<file path="src/rtl/stopwatch_datapath.sv">
// Stopwatch time-keeping datapath.
// A prescaler divides clk down to tenths of a second and advances a BCD live
// count M:SS.d (0:00.0 .. 9:59.9). A separate display register follows the
// live count one cycle behind and can be frozen while counting continues.
// The displayed value is decoded onto four active-low 7-segment digits.
module stopwatch_datapath #(
  parameter int DECSEGUNDO = 5000000
) (
  input  logic        clk,
  input  logic        rst_n,
  input  logic        contaTempo,
  input  logic        pausaDisplay,
  input  logic        zeraTempo,
  output logic [15:0] digito,
  output logic [6:0]  hex3,
  output logic [6:0]  hex2,
  output logic [6:0]  hex1,
  output logic [6:0]  hex0,
  output logic        tick,
  output logic        wrap
);

  localparam int PW = (DECSEGUNDO > 2) ? $clog2(DECSEGUNDO) : 1;
  localparam logic [PW-1:0] PRESC_MAX = PW'(DECSEGUNDO - 1);

  logic [PW-1:0] presc_q, presc_d;
  logic [3:0]    min_q, min_d;
  logic [3:0]    sec_tens_q, sec_tens_d;
  logic [3:0]    sec_units_q, sec_units_d;
  logic [3:0]    tenths_q, tenths_d;
  logic [15:0]   disp_q, disp_d;
  logic          tick_q, tick_d;
  logic          wrap_q, wrap_d;

  logic          count_en;
  logic          advance;
  logic          at_max;
  logic [15:0]   live;

  // Clear beats counting; counting only happens when not clearing.
  assign count_en = contaTempo && !zeraTempo;
  assign advance  = count_en && (presc_q == PRESC_MAX);
  assign at_max   = (min_q == 4'd9) && (sec_tens_q == 4'd5) &&
                    (sec_units_q == 4'd9) && (tenths_q == 4'd9);
  assign live     = {min_q, sec_tens_q, sec_units_q, tenths_q};

  // Prescaler: free-running divider while counting, held otherwise.
  always_comb begin
    presc_d = presc_q;
    if (zeraTempo) begin
      presc_d = '0;
    end else if (count_en) begin
      presc_d = (presc_q == PRESC_MAX) ? '0 : presc_q + PW'(1);
    end
  end

  // BCD live count: ripple carry tenths -> sec_units -> sec_tens (0-5) -> min.
  always_comb begin
    min_d       = min_q;
    sec_tens_d  = sec_tens_q;
    sec_units_d = sec_units_q;
    tenths_d    = tenths_q;
    if (zeraTempo) begin
      min_d       = 4'd0;
      sec_tens_d  = 4'd0;
      sec_units_d = 4'd0;
      tenths_d    = 4'd0;
    end else if (advance) begin
      if (tenths_q == 4'd9) begin
        tenths_d = 4'd0;
        if (sec_units_q == 4'd9) begin
          sec_units_d = 4'd0;
          if (sec_tens_q == 4'd5) begin
            sec_tens_d = 4'd0;
            min_d      = (min_q == 4'd9) ? 4'd0 : min_q + 4'd1;
          end else begin
            sec_tens_d = sec_tens_q + 4'd1;
          end
        end else begin
          sec_units_d = sec_units_q + 4'd1;
        end
      end else begin
        tenths_d = tenths_q + 4'd1;
      end
    end
  end

  // Pulses: tick on every advance, wrap only on the 9:59.9 -> 0:00.0 advance.
  always_comb begin
    tick_d = advance;
    wrap_d = advance && at_max;
  end

  // Display copy: clear, follow the live count, or freeze.
  always_comb begin
    disp_d = disp_q;
    if (zeraTempo) begin
      disp_d = 16'h0000;
    end else if (!pausaDisplay) begin
      disp_d = live;
    end
  end

  // State register for the whole datapath.
  always_ff @(posedge clk or negedge rst_n) begin
    if (!rst_n) begin
      presc_q     <= '0;
      min_q       <= 4'd0;
      sec_tens_q  <= 4'd0;
      sec_units_q <= 4'd0;
      tenths_q    <= 4'd0;
      disp_q      <= 16'h0000;
      tick_q      <= 1'b0;
      wrap_q      <= 1'b0;
    end else begin
      presc_q     <= presc_d;
      min_q       <= min_d;
      sec_tens_q  <= sec_tens_d;
      sec_units_q <= sec_units_d;
      tenths_q    <= tenths_d;
      disp_q      <= disp_d;
      tick_q      <= tick_d;
      wrap_q      <= wrap_d;
    end
  end

  // Active-low {g,f,e,d,c,b,a}; non-decimal codes blank the digit.
  function automatic logic [6:0] seg7(input logic [3:0] bcd);
    case (bcd)
      4'd0:    seg7 = 7'b1000000;
      4'd1:    seg7 = 7'b1111001;
      4'd2:    seg7 = 7'b0100100;
      4'd3:    seg7 = 7'b0110000;
      4'd4:    seg7 = 7'b0011001;
      4'd5:    seg7 = 7'b0010010;
      4'd6:    seg7 = 7'b0000010;
      4'd7:    seg7 = 7'b1111000;
      4'd8:    seg7 = 7'b0000000;
      4'd9:    seg7 = 7'b0010000;
      default: seg7 = 7'b1111111;
    endcase
  endfunction

  assign digito = disp_q;
  assign tick   = tick_q;
  assign wrap   = wrap_q;
  assign hex3   = seg7(disp_q[15:12]);
  assign hex2   = seg7(disp_q[11:8]);
  assign hex1   = seg7(disp_q[7:4]);
  assign hex0   = seg7(disp_q[3:0]);

endmodule
</file>
<file path="config.mk">
export PLATFORM = sky130hd
export DESIGN_NAME = stopwatch_datapath
export DESIGN_NICKNAME = d
export VERILOG_FILES = /design/src/rtl/stopwatch_datapath.sv
export SDC_FILE = /design/constraint.sdc
export NUM_CORES = 1
export LEC_CHECK = 0
export CAP_MARGIN = 30
export CORE_ASPECT_RATIO = 1.2
export CORE_UTILIZATION = 56
export CTS_BUF_LIST = sky130_fd_sc_hd__clkbuf_4
export CTS_CLUSTER_DIAMETER = 40
export DETAILED_ROUTE_END_ITERATION = 10
export PLACE_DENSITY_LB_ADDON = 0.08
export SYNTH_ARGS = -nofsm -noshare
export SYNTH_HDL_FRONTEND = slang
export SYNTH_SLANG_ARGS = --single-unit
</file>
<file path="constraint.sdc">
create_clock -name clk -period 5.4 [get_ports clk]
set_input_delay 1.08 -clock clk [delete_from_list [all_inputs] [get_ports clk]]
set_output_delay 1.08 -clock clk [all_outputs]
set_load 0.005 [all_outputs]
</file>
==> run summary, run 1 <==
fin worst setup slack: 1.832 ns
Longest Clk Path Bufs: 2
VDD IR max: 0.0001490 V
Final Hold Viols: 0
Seq cells post-synth: 57
async set or reset register ratio after synthesis: 100.0%
CP required: 5.73 ns
diode count: 0
syn nets: 501
Die H: 93.49 um
crit-path max FO: 31
pwr dens: 180.4 nW/um2
Global Route Usage Sum: 26.54%
Yosys Warn Count: 0
Crit Path Class: primary input to flip-flop
area fraction of the dominant cell type after synthesis: 36.52%
Initial Util: 57.69%
TritonCTS Buffers: 9
Via density: 5.937
largest net degree at the start of global routing: 58
DRC viols: 0
Yosys cell types: 49
final number of setup-violating endpoints: 0
Fmax achieved: 0.2803 GHz
Tmin final: 3.568 ns
share of cells above drive strength 1: 6.043%
Psw: 217.5 uW
Setup Fix Bufs, Post-CTS: 0
Leak Pwr: 1.916 nW
Arr. time, crit path: 3.90 ns
CORE AREA: 6771 um2
die span in x: 78.24 um
Int Power: 607.5 uW
antenna viol nets, final: 0
Fin Setup TNS: 0 ns
Post-Syn Instances: 467
R2R Path End: min_q[2]$_DFFE_PN0P_
clk_skew: 0.006900 ns
Pwr Total: 824.9 uW
post-cts sizing count: 0
DR WL/cell: 14.78 um
sequential area share after synthesis: 36.52%
area delta synth->final: 17.04%
status: finished, final reports clean
global-route wire length before repair: 15.50 mm
EDFF count, synth: 0
setup slack at placement: 1.442 ns
Slew headroom: 34.68%
initial antenna violation count: 0
Reg2Reg Depth: 6
reg2reg start: presc_q[0]$_DFFE_PN0P_
final worst-path cycle share: 66.07%
fin util: 67.52%
most frequent cells after synthesis: dfrtp_1 (57), nor2_1 (57), a21oi_1 (44), nand2_1 (41), ha_1 (29)
routability cong.: 0.8773
root buffer cell: clkbuf_4
Max-Cap Viols: 0
Worst setup SP type: primary input
RSZ-0062 raised after global routing: no
vias in the first global route: 3443
Clock Latency Late Sink: 0.40 ns
drt pass-1 iters: 5
CTS tree: done
Die Footprint: 7315 um2
detailed placer's ending HPWL: 6.131 mm
Site Rows: 33
clock network fraction of design power: 37.1%
Ports: 51
fin. max-slew vios: 0
Worst setup EP type: flip-flop
Synth area leaders: dfrtp_1 (37%), ha_1 (9.3%), a21oi_1 (5.6%), nor2_1 (5.5%), mux2i_1 (4.4%)
Starting DRT DRC Count: 164
Setup crit start: contaTempo
worst hold path class: flip-flop to flip-flop
Total Wirelength: 8.867 mm
Sw Share: 26.36%
CTS clk-pin slew, worst paths: 0.10 ns
grt total ovfl: 0
Syn Std Cell Area: 3906 um2
via count: 3562
layout filler cell count: 561
Flop pwr share: 54.0%
Most used DFF post-synth: dfrtp_1
Critical path destination: min_q[2]$_DFFE_PN0P_
setup slack, reg-to-reg: 2.06 ns
H-tree depth: 3
Clock Sinks: 57
fin nets: 542
Worst-Margin Slew: 0.9771 ns
hold buffers post-CTS: 0
Gate power share: 8.9%
Synth area leader: dfrtp_1
# port buffers: 50
syn avg cell area: 8.365 um2
how the worst min path moves through the flow:
| stage | from | end | slack [ns] | cells past startpoint |
|---|---|---|---|---|
| final | presc_q[0]$_DFFE_PN0P_ | presc_q[0]$_DFFE_PN0P_ | 0.56 | 1 |
| after floorplan | presc_q[0]$_DFFE_PN0P_ | presc_q[0]$_DFFE_PN0P_ | 0.50 | 1 |
| after CTS | presc_q[1]$_DFFE_PN0P_ | presc_q[1]$_DFFE_PN0P_ | 0.57 | 2 |
| after global placement | presc_q[0]$_DFFE_PN0P_ | presc_q[0]$_DFFE_PN0P_ | 0.54 | 1 |
| after global routing | presc_q[0]$_DFFE_PN0P_ | presc_q[0]$_DFFE_PN0P_ | 0.60 | 1 |
| after detailed placement | presc_q[0]$_DFFE_PN0P_ | presc_q[0]$_DFFE_PN0P_ | 0.56 | 1 |
power groups by stage:
stage | registers (mW) | clock network (mW) | logic, mW
after CTS | 0.445 | 0.310 | 0.0746
after detailed placement | 0.454 | 0 | 0.0742
after floorplan | 0.450 | 0 | 0.0415
after global placement | 0.453 | 0 | 0.0715
final | 0.445 | 0.306 | 0.0738
after global routing | 0.447 | 0.329 | 0.0832
worst max-delay path, cell delays in order:
cell             delay, ns
clkdlybuf4s50_1       0.45
buf_4                 0.19
inv_1                 0.33
nor2_1                0.22
nand3_1               0.70
or4_1                 0.75
a21oi_1               0.16
cell families after synthesis:
family / count (synthesis) / synth area share [%]
adders and majority gates: 29 / 9.289
DFF: 57 / 36.52
and+or+nand+nor: 201 / 27.32
muxes: 18 / 4.644
AOI/OAI and AO/OA: 110 / 16.88
buffers and inverters: 50 / 4.901
xor gates and xnor gates: 2 / 0.4485
metal layers:
layer | share of wire, % | vias up | GRT usage, % | routed length [um]
met5 | 0 | - | 0 | 0
met3 | 3.5 | 26 | 3.805 | 309
met1 | 43 | 1664 | 31.63 | 3814
met4 | 3.0 | 0 | 14.20 | 267
li1 | - | 1772 | - | -
met2 | 50 | 100 | 46.05 | 4476
cells in the final DEF, fill, tap and decap left out, types with 3 or more instances in the layout:
cell	Yosys	final
a211o_1	3	3
a21oi_1	44	44
a22oi_1	5	5
a31oi_1	7	7
and3_1	6	6
and4_1	4	4
buf_4	0	3
clkbuf_4	0	10
clkdlybuf4s50_1	0	48
dfrtp_1	57	57
ha_1	29	29
inv_1	27	27
mux2i_1	17	17
nand2_1	41	41
nand2b_1	9	9
nand3_1	19	19
nand3b_1	4	4
nand4_1	12	12
nor2_1	57	57
nor3_1	3	3
nor4_1	5	5
o211ai_1	4	4
o21ai_0	28	28
o31ai_1	4	4
o41ai_1	3	3
or2_2	5	5
or3_1	9	9
or4_1	11	11
or4b_1	3	3
flip-flops by register name (all words and copies together) (netlist names):
name         flops
sec_tens_q       4
sec_units_q      4
tick             1
tenths_q         4
wrap             1
presc_q         23
min_q            4
digito          16
stage by stage:
step                cell area (um2)  std cells  hold WS (ns)
floorplan                      3906        467        0.4954
global placement               4438        584        0.5377
detailed placement             4438        584        0.5583
CTS                            4572        600        0.5729
global route                   4572        600        0.6028
finish                         4572        600        0.5559
area by class of cell:
class	instances	area (um2)	share of cell area, %
Clock buffer	10	75.07	1.642
Clock inverter	6	58.81	1.286
Inverter	27	101.3	2.217
Multi-Input combinational cell	360	2288	50.05
Sequential cell	57	1426	31.20
Tap cell	87	108.9	2.381
Timing Repair Buffer	53	513.0	11.22
Note: power is estimated with default switching activity, not from simulation.
==> inputs of run 2 (changes only) <==
Clock period 5.4 ns to 3.69 ns, I/O delays scaled along.
==> run summary, run 2 (synthesized netlist as in run 1, its figures left out) <==
crit-path max FO: 7 (-77%)
worst path buffer plus inverter count: 2 (-1)
Fin Setup TNS: 0 ns (unchanged)
Tmin final: 2.937 ns
VDD IR max: 0.0001968 V (+32%)
initial antenna violation count: 0 (unchanged)
Biggest register: presc_q
final number of setup-violating endpoints: 0 (unchanged)
crit-path leading delay family: buffers and inverters
root buffer cell: clkbuf_4
status: finished, final reports clean
Total Wirelength: 8.870 mm (about the same)
Via density: 5.945 (+0.14%)
reg2reg start: presc_q[0]$_DFFE_PN0P_
Initial Util: 57.69% (unchanged)
CORE AREA: 6771 um2 (unchanged)
routability cong.: 0.9507 (+8.4%)
die span in x: 78.24 um (unchanged)
Clock Latency Late Sink: 0.39 ns (about the same)
max FFs per register: 23 (unchanged)
setup slack at placement: 0.8794 ns (-0.5622 ns)
worst hold path class: primary input to async pin
drt pass-1 iters: 4 (-1)
Worst-Margin Slew: 0.9148 ns (-0.06226 ns)
DRC viols: 0 (unchanged)
antenna viol nets, final: 0 (unchanged)
Arr. time, crit path: 2.20 ns (-1.70 ns)
Worst setup SP type: flip-flop
global-route wire length before repair: 15.14 mm (-2.3%)
Fmax achieved: 0.3405 GHz
Site Rows: 33 (unchanged)
Max-Cap Viols: 0 (unchanged)
final worst-path cycle share: 79.58%
Placed Area: 4461 um2 (+0.51%)
hold buffers post-CTS: 0 (unchanged)
Ports: 51 (unchanged)
CP required: 2.95 ns (-2.78 ns)
clk_skew: 0.01031 ns (+0.003407 ns)
RSZ-0062 raised after global routing: no
share of cells above drive strength 1: 6.589% (+0.55 points)
fin worst setup slack: 0.7534 ns (-1.079 ns)
DR WL/cell: 14.71 um (-0.46%)
fin nets: 545 (+0.55%)
fin util: 67.85% (+0.33 points)
CTS clk-pin slew, worst paths: 0.10 ns (about the same)
Worst setup EP type: primary output
diode count: 0 (unchanged)
# port buffers: 50 (unchanged)
detailed placer's ending HPWL: 6.286 mm (+2.5%)
area delta synth->final: 17.62%
fin. max-slew vios: 0 (unchanged)
grt total ovfl: 0 (unchanged)
via count: 3585 (+0.65%)
Longest Clk Path Bufs: 2 (unchanged)
most frequent cells in the layout: nor2_1 (57), dfrtp_1 (57), clkdlybuf4s50_1 (48), a21oi_1 (44), nand2_1 (41)
Leak Pwr: 1.930 nW (+0.72%)
largest net degree at the start of global routing: 41 (-29%)
Die H: 93.49 um (unchanged)
Final Hold Viols: 0 (unchanged)
Die Footprint: 7315 um2 (unchanged)
Reg2Reg Depth: 7 (+1)
Starting DRT DRC Count: 170 (+3.7%)
setup slack, reg-to-reg: 1.03 ns (-1.03 ns)
pwr dens: 262.7 nW/um2 (+46%)
CTS tree: done
R2R Path End: tenths_q[3]$_DFFE_PN0P_
CP max stage delay: 0.47 ns (-0.28 ns)
Setup crit start: digito[13]$_DFFE_PN0P_
Crit Path Class: flip-flop to primary output
Clock Sinks: 57 (unchanged)
Setup Fix Bufs, Post-CTS: 0 (unchanged)
post-cts sizing count: 0 (unchanged)
H-tree depth: 3 (unchanged)
Slew headroom: 38.82% (+4.1 points)
design area: 4594 um2 (+0.49%)
critical-path cell list: inv_1, ha_1, or2_2, a21oi_1, a31oi_1, clkdlybuf4s50_1
worst-path cell with the longest stage delay: dfrtp_1
TritonCTS Buffers: 9 (unchanged)
Global Route Usage Sum: 26.00% (-0.54 points)
vias in the first global route: 3314 (-3.7%)
[run 2: changes by cell type in the layout (fill, tap and decap cells not counted)]
| cell | change |
|---|---|
| buf_4 | +3 |
[run 2: per-layer routing]
layer	track usage, %	share of wire, %	up-vias
li1	-	-	1780
met1	31.82	44	1711
met2	46.20	51	84
met3	4.195	3.5	10
met4	8.796	1.4	0
met5	0	0	-
[run 2: area by class of cell]
type	instances	area, um2
Multi-Input combinational cell	360	2288
Tap cell	87	108.9
Sequential cell	57	1426
Fill cell	583	2177
Clock inverter	6	58.81
Inverter	27	101.3
Clock buffer	10	75.07
Timing Repair Buffer	56	535.5
[run 2: worst max path at each step]
stage                                 end  slack, ns  depth (start not counted)
6_report                          hex3[3]       0.75                          6
4_1_cts                           hex3[3]       0.72                          6
2_1_floorplan  sec_units_q[2]$_DFFE_PN0P_       1.61                          6
3_5_place_dp      tenths_q[3]$_DFFE_PN0P_       0.88                          8
3_3_place_gp         min_q[2]$_DFFE_PN0P_       0.95                          8
5_1_grt                           hex2[3]       0.55                          6
[run 2: power breakdown]
group	total (mW)	switching [mW]	internal [mW]
registers	0.651	0.0162	0.635
clock network	0.449	0.239	0.210
logic	0.107	0.0609	0.0463
total	1.21	0.316	0.890
[run 2: through the flow]
step	total power [mW]	hold slack (ns)	cells
CTS	1.222	0.4691	603
finish	1.207	0.4552	603
global placement	0.7685	0.5159	587
detailed placement	0.7717	0.5474	587
global route	1.271	0.5005	603
floorplan	0.7193	0.4424	467
==> inputs of run 3 (changes only) <==
Clock period 3.69 ns to 2.95 ns, I/O delays scaled along.
==> run summary, run 3 (synthesized netlist as in run 1, its figures left out) <==
CTS tree: done
Worst setup EP type: primary output
Leak Pwr: 1.942 nW (+0.64%)
diode count: 0 (unchanged)
Worst-Margin Slew: 0.5574 ns (-0.3575 ns)
fin nets: 550 (+0.92%)
placed cells: 592 (+0.85%)
Die H: 93.49 um (unchanged)
Global Route Usage Sum: 26.16% (+0.15 points)
Fmax achieved: 0.3638 GHz
Worst setup SP type: flip-flop
RSZ-0062 raised after global routing: no
most frequent cells in the layout: nor2_1 (57), dfrtp_1 (55), clkdlybuf4s50_1 (48), a21oi_1 (44), nand2_1 (41)
Via density: 5.878 (-1.1%)
VDD IR max: 0.0002632 V (+34%)
CP required: 2.36 ns (-0.59 ns)
Max-Cap Viols: 0 (unchanged)
final worst-path cycle share: 93.19%
Initial Util: 57.69% (unchanged)
Die Footprint: 7315 um2 (unchanged)
Site Rows: 33 (unchanged)
Fin Setup TNS: 0 ns (unchanged)
Psw: 384.1 uW (+21%)
clock network fraction of design power: 32.8% (-4.4 points)
global-route wire length before repair: 15.11 mm (-0.18%)
pwr dens: 308.3 nW/um2 (+17%)
Ports: 51 (unchanged)
largest net degree at the start of global routing: 37 (-9.8%)
layout filler cell count: 565 (-3.1%)
CTS clk-pin slew, worst paths: 0.09 ns (about the same)
Finished Layout Cells: 607 (+0.66%)
die span in x: 78.24 um (unchanged)
Clock Latency Late Sink: 0.41 ns (+0.02 ns)
Clock Sinks: 57 (unchanged)
share of cells above drive strength 1: 7.692% (+1.1 points)
Slew headroom: 62.84% (+24 points)
initial antenna violation count: 0 (unchanged)
Longest Clk Path Bufs: 2 (unchanged)
# port buffers: 50 (unchanged)
via count: 3568 (-0.47%)
Int Power: 1.036 mW (+16%)
crit-path max FO: 7 (unchanged)
DRC viols: 0 (unchanged)
hold slack: 0.1384 ns (-0.3167 ns)
DR WL/cell: 14.69 um (-0.12%)
Gate power share: 9.8% (+0.9 points)
root buffer cell: clkbuf_4
antenna viol nets, final: 0 (unchanged)
Tmin final: 2.749 ns
grt total ovfl: 0 (unchanged)
vias in the first global route: 3301 (-0.39%)
final number of setup-violating endpoints: 0 (unchanged)
Biggest register: presc_q
Sw Share: 27.05% (+0.83 points)
Arr. time, crit path: 2.16 ns (-0.04 ns)
Setup Fix Bufs, Post-CTS: 0 (unchanged)
clk_skew: 0.01460 ns (+0.004292 ns)
H-tree depth: 3 (unchanged)
area delta synth->final: 17.87%
Crit Path Class: flip-flop to primary output
fin. max-slew vios: 0 (unchanged)
Final Hold Viols: 0 (unchanged)
Flop pwr share: 57.4% (+3.5 points)
commonest non-fill, non-tap cell in the layout: nor2_1
CORE AREA: 6771 um2 (unchanged)
Starting DRT DRC Count: 136 (-20%)
max FFs per register: 23 (unchanged)
drt pass-1 iters: 5 (+1)
Total Wirelength: 8.918 mm (+0.54%)
status: finished, final reports clean
TritonCTS Buffers: 9 (unchanged)
detailed placer's ending HPWL: 6.444 mm (+2.5%)
routability cong.: 0.8253 (-13%)
worst hold path class: primary input to async pin
-- run 3: cell types whose count changed in the layout (fill, tap and decap cells not counted) --
| cell | change |
|---|---|
| buf_4 | +5 |
| dfrtp_1 | -2 |
| dfrtp_2 | +2 |
| bufinv_16 | -1 |
| clkbuf_4 | +1 |
| clkinvlp_4 | -1 |
-- run 3: final cells by class --
cell class	instances	area [um2]	share of cell area [%]
multi-input cells	360	2288	49.70
flip-flops and latches	57	1429	31.03
repair buffers	61	573.1	12.45
well taps	87	108.9	2.364
inverters	27	101.3	2.201
clock buffers	11	82.58	1.793
clock inverters	4	21.27	0.4620
-- run 3: final timing paths --
check	start	end	slack, ns	cells past startpoint
min in group clk	presc_q[0]$_DFFE_PN0P_	presc_q[0]$_DFFE_PN0P_	0.55	1
min	rst_n	digito[10]$_DFFE_PN0P_	0.14	2
max	digito[13]$_DFFE_PN0P_	hex3[3]	0.20	6
max in group asynchronous	rst_n	min_q[0]$_DFFE_PN0P_	2.37	2
min reg2reg	presc_q[0]$_DFFE_PN0P_	presc_q[0]$_DFFE_PN0P_	0.55	1
max reg2reg	presc_q[0]$_DFFE_PN0P_	tenths_q[3]$_DFFE_PN0P_	0.54	7
-- run 3: what timing repair did --
item | CTS | global route
endpoints found under the setup margin | 0 | 3
hold buffers | 0 | 0
gates resized for setup | 0 | 2
-- run 3: power by group through the flow --
| stage | Clock [mW] | Sequential [mW] | Combinational, mW |
|---|---|---|---|
| floorplan | 0 | 0.824 | 0.0760 |
| global placement | 0 | 0.829 | 0.136 |
| CTS | 0.473 | 0.814 | 0.141 |
| detailed placement | 0 | 0.830 | 0.141 |
| finish | 0.466 | 0.815 | 0.139 |
| global route | 0.508 | 0.818 | 0.156 |
-- run 3: metrics by stage --
| stage | power [mW] | setup slack [ns] | instance area, um2 | util (%) |
|---|---|---|---|---|
| after floorplan | 0.8997 | 0.8688 | 3906 | - |
| after global placement | 0.9652 | 0.5952 | 4498 | 66.43 |
| after detailed placement | 0.9708 | 0.5432 | 4498 | 66.43 |
| after CTS | 1.428 | 0.1321 | 4602 | 67.96 |
| after global routing | 1.482 | 0.01159 | 4604 | 68.00 |
| final | 1.420 | 0.2009 | 4604 | 68.00 |
-- run 3: critical path: stages, from the launching register on --
cell	delay, ns
dfrtp_1	0.45
inv_1	0.13
ha_1	0.19
or2_2	0.27
a21oi_1	0.20
a31oi_1	0.06
clkdlybuf4s50_1	0.46
-- run 3: routing by layer --
layer  track usage [%]  vias up  part of all wire (%)
met5                 0        -                     0
met4             13.43        0                   2.8
met3             4.293       21                   3.9
met2             45.32       97                    51
met1             31.09     1667                    43
li1                  -     1783                     -
